<file path="src/rtl/seg_display_scheduler_if.sv">
// Channel values in, decoded segment bus and status out
// for the shared-converter seven-segment display front end.
interface seg_display_scheduler_if;
  logic [7:0]  data0;
  logic [7:0]  data1;
  logic [7:0]  data2;
  logic [55:0] seven;
  logic        busy;
  logic        valid;

  modport master (
    output data0,
    output data1,
    output data2,
    input  seven,
    input  busy,
    input  valid
  );

  modport slave (
    input  data0,
    input  data1,
    input  data2,
    output seven,
    output busy,
    output valid
  );
endinterface

</file>
<file path="src/rtl/seg_display_scheduler.sv">
// Six-digit display front end: one shift-add-3 BCD converter
// shared round-robin between three channels, only when dirty.
module seg_display_scheduler (
  input  logic                    clock,
  input  logic                    reset,
  seg_display_scheduler_if.slave  bus
);

  typedef enum logic [1:0] {
    IDLE,
    SHIFT,
    STORE
  } state_t;

  state_t      r_state;
  logic [1:0]  r_ptr;
  logic [1:0]  r_ch;
  logic [7:0]  r_snap0;
  logic [7:0]  r_snap1;
  logic [7:0]  r_snap2;
  logic [2:0]  r_done;
  logic [7:0]  r_bin;
  logic [11:0] r_bcd;
  logic [2:0]  r_cnt;
  logic [55:0] r_seven;
  logic        r_busy;
  logic        r_valid;

  logic [2:0]  w_dirty;
  logic        w_any;
  logic [1:0]  w_sel;
  logic [7:0]  w_data;
  logic [10:0] w_adj;
  logic [2:0]  w_mask;

  function automatic logic [3:0] add3(input logic [3:0] n);
    return (n >= 4'd5) ? n + 4'd3 : n;
  endfunction

  function automatic logic [6:0] seg(input logic [3:0] d);
    logic [6:0] s;
    case (d)
      4'd0:    s = 7'b1000000;
      4'd1:    s = 7'b1111001;
      4'd2:    s = 7'b0100100;
      4'd3:    s = 7'b0110000;
      4'd4:    s = 7'b0011001;
      4'd5:    s = 7'b0010010;
      4'd6:    s = 7'b0000010;
      4'd7:    s = 7'b1111000;
      4'd8:    s = 7'b0000000;
      4'd9:    s = 7'b0010000;
      default: s = 7'b1111111;
    endcase
    return s;
  endfunction

  assign w_dirty[0] = !r_done[0] || (bus.data0 != r_snap0);
  assign w_dirty[1] = !r_done[1] || (bus.data1 != r_snap1);
  assign w_dirty[2] = !r_done[2] || (bus.data2 != r_snap2);

  // Walk backwards so the first dirty channel from ptr wins.
  always_comb begin
    logic [2:0] t;
    w_any = 1'b0;
    w_sel = r_ptr;
    for (int k = 2; k >= 0; k--) begin
      t = {1'b0, r_ptr} + 3'(k);
      if (t >= 3'd3) t = t - 3'd3;
      if (w_dirty[t[1:0]]) begin
        w_any = 1'b1;
        w_sel = t[1:0];
      end
    end
  end

  always_comb begin
    case (w_sel)
      2'd0:    w_data = bus.data0;
      2'd1:    w_data = bus.data1;
      default: w_data = bus.data2;
    endcase
  end

  // Hundreds never exceeds 2 for an 8-bit input, so it needs no add-3.
  assign w_adj  = {r_bcd[10:8], add3(r_bcd[7:4]), add3(r_bcd[3:0])};
  assign w_mask = 3'b001 << r_ch;

  always_ff @(posedge clock) begin
    if (reset) begin
      r_state <= IDLE;
      r_ptr   <= 2'd0;
      r_ch    <= 2'd0;
      r_snap0 <= 8'd0;
      r_snap1 <= 8'd0;
      r_snap2 <= 8'd0;
      r_done  <= 3'b000;
      r_bin   <= 8'd0;
      r_bcd   <= 12'd0;
      r_cnt   <= 3'd0;
      r_seven <= '1;
      r_busy  <= 1'b0;
      r_valid <= 1'b0;
    end else begin
      unique case (r_state)
        IDLE: begin
          if (w_any) begin
            r_ch    <= w_sel;
            r_bin   <= w_data;
            r_bcd   <= 12'd0;
            r_cnt   <= 3'd0;
            r_busy  <= 1'b1;
            r_state <= SHIFT;
            case (w_sel)
              2'd0:    r_snap0 <= w_data;
              2'd1:    r_snap1 <= w_data;
              default: r_snap2 <= w_data;
            endcase
          end
        end
        SHIFT: begin
          {r_bcd, r_bin} <= {w_adj, r_bin, 1'b0};
          r_cnt <= r_cnt + 3'd1;
          if (r_cnt == 3'd7) r_state <= STORE;
        end
        STORE: begin
          case (r_ch)
            2'd0: r_seven[55:42] <=
              {seg(r_bcd[7:4]), seg(r_bcd[3:0])};
            2'd1: r_seven[41:28] <=
              {seg(r_bcd[7:4]), seg(r_bcd[3:0])};
            default: r_seven[20:0] <=
              {seg(r_bcd[11:8]), seg(r_bcd[7:4]),
               seg(r_bcd[3:0])};
          endcase
          r_done  <= r_done | w_mask;
          if ((r_done | w_mask) == 3'b111) r_valid <= 1'b1;
          r_ptr   <= (r_ch == 2'd2) ? 2'd0 : r_ch + 2'd1;
          r_busy  <= 1'b0;
          r_state <= IDLE;
        end
        default: r_state <= IDLE;
      endcase
    end
  end

  assign bus.seven = r_seven;
  assign bus.busy  = r_busy;
  assign bus.valid = r_valid;

endmodule

</file>
<file path="src/flat_wrapper.sv">
// flat-port wrapper written by rule: the top's interface ports become plain ports
module seg_display_scheduler_flat 
  (clock, reset, bus_data0, bus_data1, bus_data2, bus_seven, bus_busy, bus_valid);
  seg_display_scheduler_if bus_i ();
  input  logic clock;
  input  logic reset;
  input wire logic [$bits(bus_i.data0)-1:0] bus_data0;
  input wire logic [$bits(bus_i.data1)-1:0] bus_data1;
  input wire logic [$bits(bus_i.data2)-1:0] bus_data2;
  output wire logic [$bits(bus_i.seven)-1:0] bus_seven;
  output wire logic [$bits(bus_i.busy)-1:0] bus_busy;
  output wire logic [$bits(bus_i.valid)-1:0] bus_valid;
  assign bus_i.data0 = bus_data0;
  assign bus_i.data1 = bus_data1;
  assign bus_i.data2 = bus_data2;
  assign bus_seven = bus_i.seven;
  assign bus_busy = bus_i.busy;
  assign bus_valid = bus_i.valid;
  seg_display_scheduler u_core (.clock(clock), .reset(reset), .bus(bus_i));
endmodule
</file>
<file path="config.mk">
export PLATFORM = sky130hd
export DESIGN_NAME = seg_display_scheduler_flat
export DESIGN_NICKNAME = d
export VERILOG_FILES = /design/src/rtl/seg_display_scheduler_if.sv /design/src/rtl/seg_display_scheduler.sv /design/src/flat_wrapper.sv
export SDC_FILE = /design/constraint.sdc
export NUM_CORES = 1
export LEC_CHECK = 0
export CAP_MARGIN = 20
export CORE_UTILIZATION = 30
export DETAILED_ROUTE_END_ITERATION = 10
export HOLD_SLACK_MARGIN = 0.05
export PLACE_DENSITY_LB_ADDON = 0.1
export SYNTH_ARGS = -nofsm -noshare
export SYNTH_HDL_FRONTEND = slang
export SYNTH_SLANG_ARGS = --single-unit
</file>
<file path="constraint.sdc">
create_clock -name clock -period 4.8 [get_ports clock]
set_clock_uncertainty 0.1 [all_clocks]
set_input_delay 0.96 -clock clock [delete_from_list [all_inputs] [get_ports clock]]
set_output_delay 0.96 -clock clock [all_outputs]
set_load 0.02 [all_outputs]
</file>
==> impl_metrics.json <==
{
  "status": "completed",
  "critical_path.max_fanout": 29,
  "cts_tree": "yes",
  "avgViaCountPerCell": 5.09,
  "dr.pass1.iters": 4,
  "synth_top_area_share_pct": 39.4,
  "cts_hold_buffers": 0,
  "synthFlopType": "dfxtp_1",
  "max_slew_margin_pct": 31.7,
  "syn2layout_area_growth_pct": 21.7,
  "grt_pass1_vias": 4555,
  "fmax_ghz": 0.257,
  "grt_start_max_net_pins": 48,
  "syn_area_um2": 5440,
  "setup_viol": 0,
  "synthArstFlopShare_pct": 0,
  "clock_path_buffers": 2,
  "irDropWorstVdd_uv": 170,
  "pwr_density_cell_nw_per_um2": 275,
  "leakage_nw": 2.52,
  "ys_ff_latch": 107,
  "gr-total-overflow": 0,
  "gp_congestion": 0.838,
  "track_usage_pct": 16.2,
  "synthCells": 656,
  "cts_buffers": 9,
  "yosys-top-cells-area": "dfxtp_1, nand2_1, o211ai_1, xnor2_1, ha_1",
  "tightestPinTransition_ns": 1.03,
  "wirelength_um": 14400,
  "place_area_um2": 6300,
  "synth-edff-count": 0,
  "clock-sinks": 107,
  "core_area_um2": 17500,
  "drive_gt1_share_pct": 5.65,
  "cp.required_ns": 5.00,
  "grt_pass1_wl_um": 23500,
  "slew_viol_final": 0,
  "rsz0062_at_grt": "false",
  "fin_setup_tns_ns": 0,
  "clock_latency_ns": 0.36,
  "die_y_um": 137,
  "start_util_pct": 31.1,
  "drtIter0Drc": 252,
  "diodes": 0,
  "port_buffers": 76,
  "antenna_found_initial": 0,
  "max-cap-violations": 0,
  "final_nets": 748,
  "yosys.area.top_type": "dfxtp_1",
  "path_clk_slew_ns": 0.08,
  "cp-end-kind": "register",
  "fp.dieW_um": 137,
  "min_period_over_period_pct": 81.0,
  "die_area_um2": 18700,
  "detail-route-antenna-nets": 0,
  "crit_type": "input port to register",
  "io_pins": 84,
  "num_rows": 48,
  "finalHoldViolCount": 0,
  "layout_common_cells": "nand2_1, dfxtp_1, clkdlybuf4s50_1, o211ai_1, a21oi_1",
  "min_path_type": "register to register",
  "syn_avg_cell_area_um2": 8.29,
  "vias": 4752,
  "final_cell_area_um2": 6620,
  "cts.repair.resized": 0,
  "ys_warn_count": 0,
  "wl_per_cell_um": 15.5,
  "cts.htree.levels": 3,
  "startpoint_type": "input port",
  "postCtsSetupRepairBufs": 0,
  "mostFrequentLayoutCell": "nand2_1",
  "hpwl_um": 10100,
  "crit_arrival_ns": 4.09,
  "holdWs_ns": 0.355,
  "cts-root-buf": "clkbuf_16",
  "fin_crit_ns": 3.89,
  "drc": 0,
  "synth_cell_types": 60,
  "ys_seq_area_share_pct": 39.4
}
worst paths after layout:
path / start / endpoint / slack, ns / cells after the start
hold / removal: u_core.bus.busy$_SDFFE_PP0P_ / u_core.bus.busy$_SDFFE_PP0P_ / 0.35 / 2
hold reg to reg: u_core.bus.busy$_SDFFE_PP0P_ / u_core.bus.busy$_SDFFE_PP0P_ / 0.35 / 2
setup reg to reg: u_core.r_ptr[0]$_SDFFE_PP0P_ / u_core.r_bin[2]$_SDFFE_PP0P_ / 1.27 / 9
setup / recovery: bus_data2[0] / u_core.r_bin[0]$_SDFFE_PP0P_ / 0.91 / 8
synthesized netlist by cell type (4+ instances only):
cell,count
nor3_1,4
buf_4,9
o211ai_1,58
nand3_1,15
dfxtp_1,107
o2111ai_1,8
o21ai_0,39
clkbuf_1,33
buf_1,7
nor2_1,25
buf_2,4
or3_1,4
a31oi_1,5
nor4_1,5
inv_1,19
xnor2_1,28
o31ai_1,11
nand2_1,123
ha_1,19
mux2i_1,18
nand2b_1,8
a21oi_1,47
o22ai_1,5
report_power, final:
| part | switching [mW] | total [mW] | internal, mW |
|---|---|---|---|
| clock | 0.385 | 0.756 | 0.372 |
| combinational | 0.0919 | 0.151 | 0.0589 |
| sequential | 0.0103 | 0.911 | 0.901 |
per-stage QoR:
| step | util (%) | setup WS (ns) | cells | total power [mW] |
|---|---|---|---|---|
| detailed placement | 36.0 | 0.573 | 916 | 1.08 |
| global placement | 36.0 | 0.663 | 916 | 1.08 |
| CTS | 37.8 | 0.964 | 932 | 1.85 |
| floorplan | - | 1.75 | 662 | 1.03 |
| finish | 37.9 | 0.910 | 933 | 1.82 |
| global route | 37.9 | 0.701 | 933 | 1.90 |
state kept, by name, indices dropped and copies added (netlist names):
name              flops
u_core.bus.busy       1
u_core.bus.valid      1
u_core.r_ch           2
u_core.r_snap2        8
u_core.r_bin          8
u_core.bus.seven     49
u_core.r_ptr          2
u_core.r_bcd         12
u_core.r_snap0        8
u_core.r_state        2
u_core.r_done         3
u_core.r_cnt          3
u_core.r_snap1        8
per-layer routing:
| layer | GRT usage [%] | part of all wire (%) |
|---|---|---|
| met1 | 22.4 | 50 |
| met2 | 25.1 | 44 |
| met3 | 2.33 | 4.6 |
| met4 | 6.60 | 1.3 |
| met5 | 0 | 0 |
area by class of cell:
| type | instances | area (µm²) |
|---|---|---|
| clock inverter | 7 | 80.1 |
| fill | 1737 | 10900 |
| inverter | 20 | 75.1 |
| clock buffer | 9 | 225 |
| sequential | 107 | 2140 |
| multi-input combinational | 479 | 2970 |
| tap | 225 | 282 |
| timing repair buffer | 86 | 843 |
kinds of logic (layout without fill, tap and decap cells):
kind of cell / count (synthesis) / in the layout / synth area share [%]
compound gates: 201 / 201 / 24.6
xor+xnor: 29 / 29 / 4.67
fa+ha+maj: 19 / 19 / 4.37
buf+inv: 76 / 122 / 6.38
flops: 107 / 107 / 39.4
mux: 21 / 21 / 4.00
other cells: 1 / 7 / 0.0690
simple gates: 202 / 202 / 16.5
worst max-delay path: stages:
cell and delay (ns):
clkdlybuf4s50_1 0.53, xnor2_1 0.14, nand4_1 0.25, or3_4 0.43, o311a_1 0.56, or2_1 0.67
o221ai_1 0.35, o311a_1 0.20
Power figures use the tool's default switching activity.
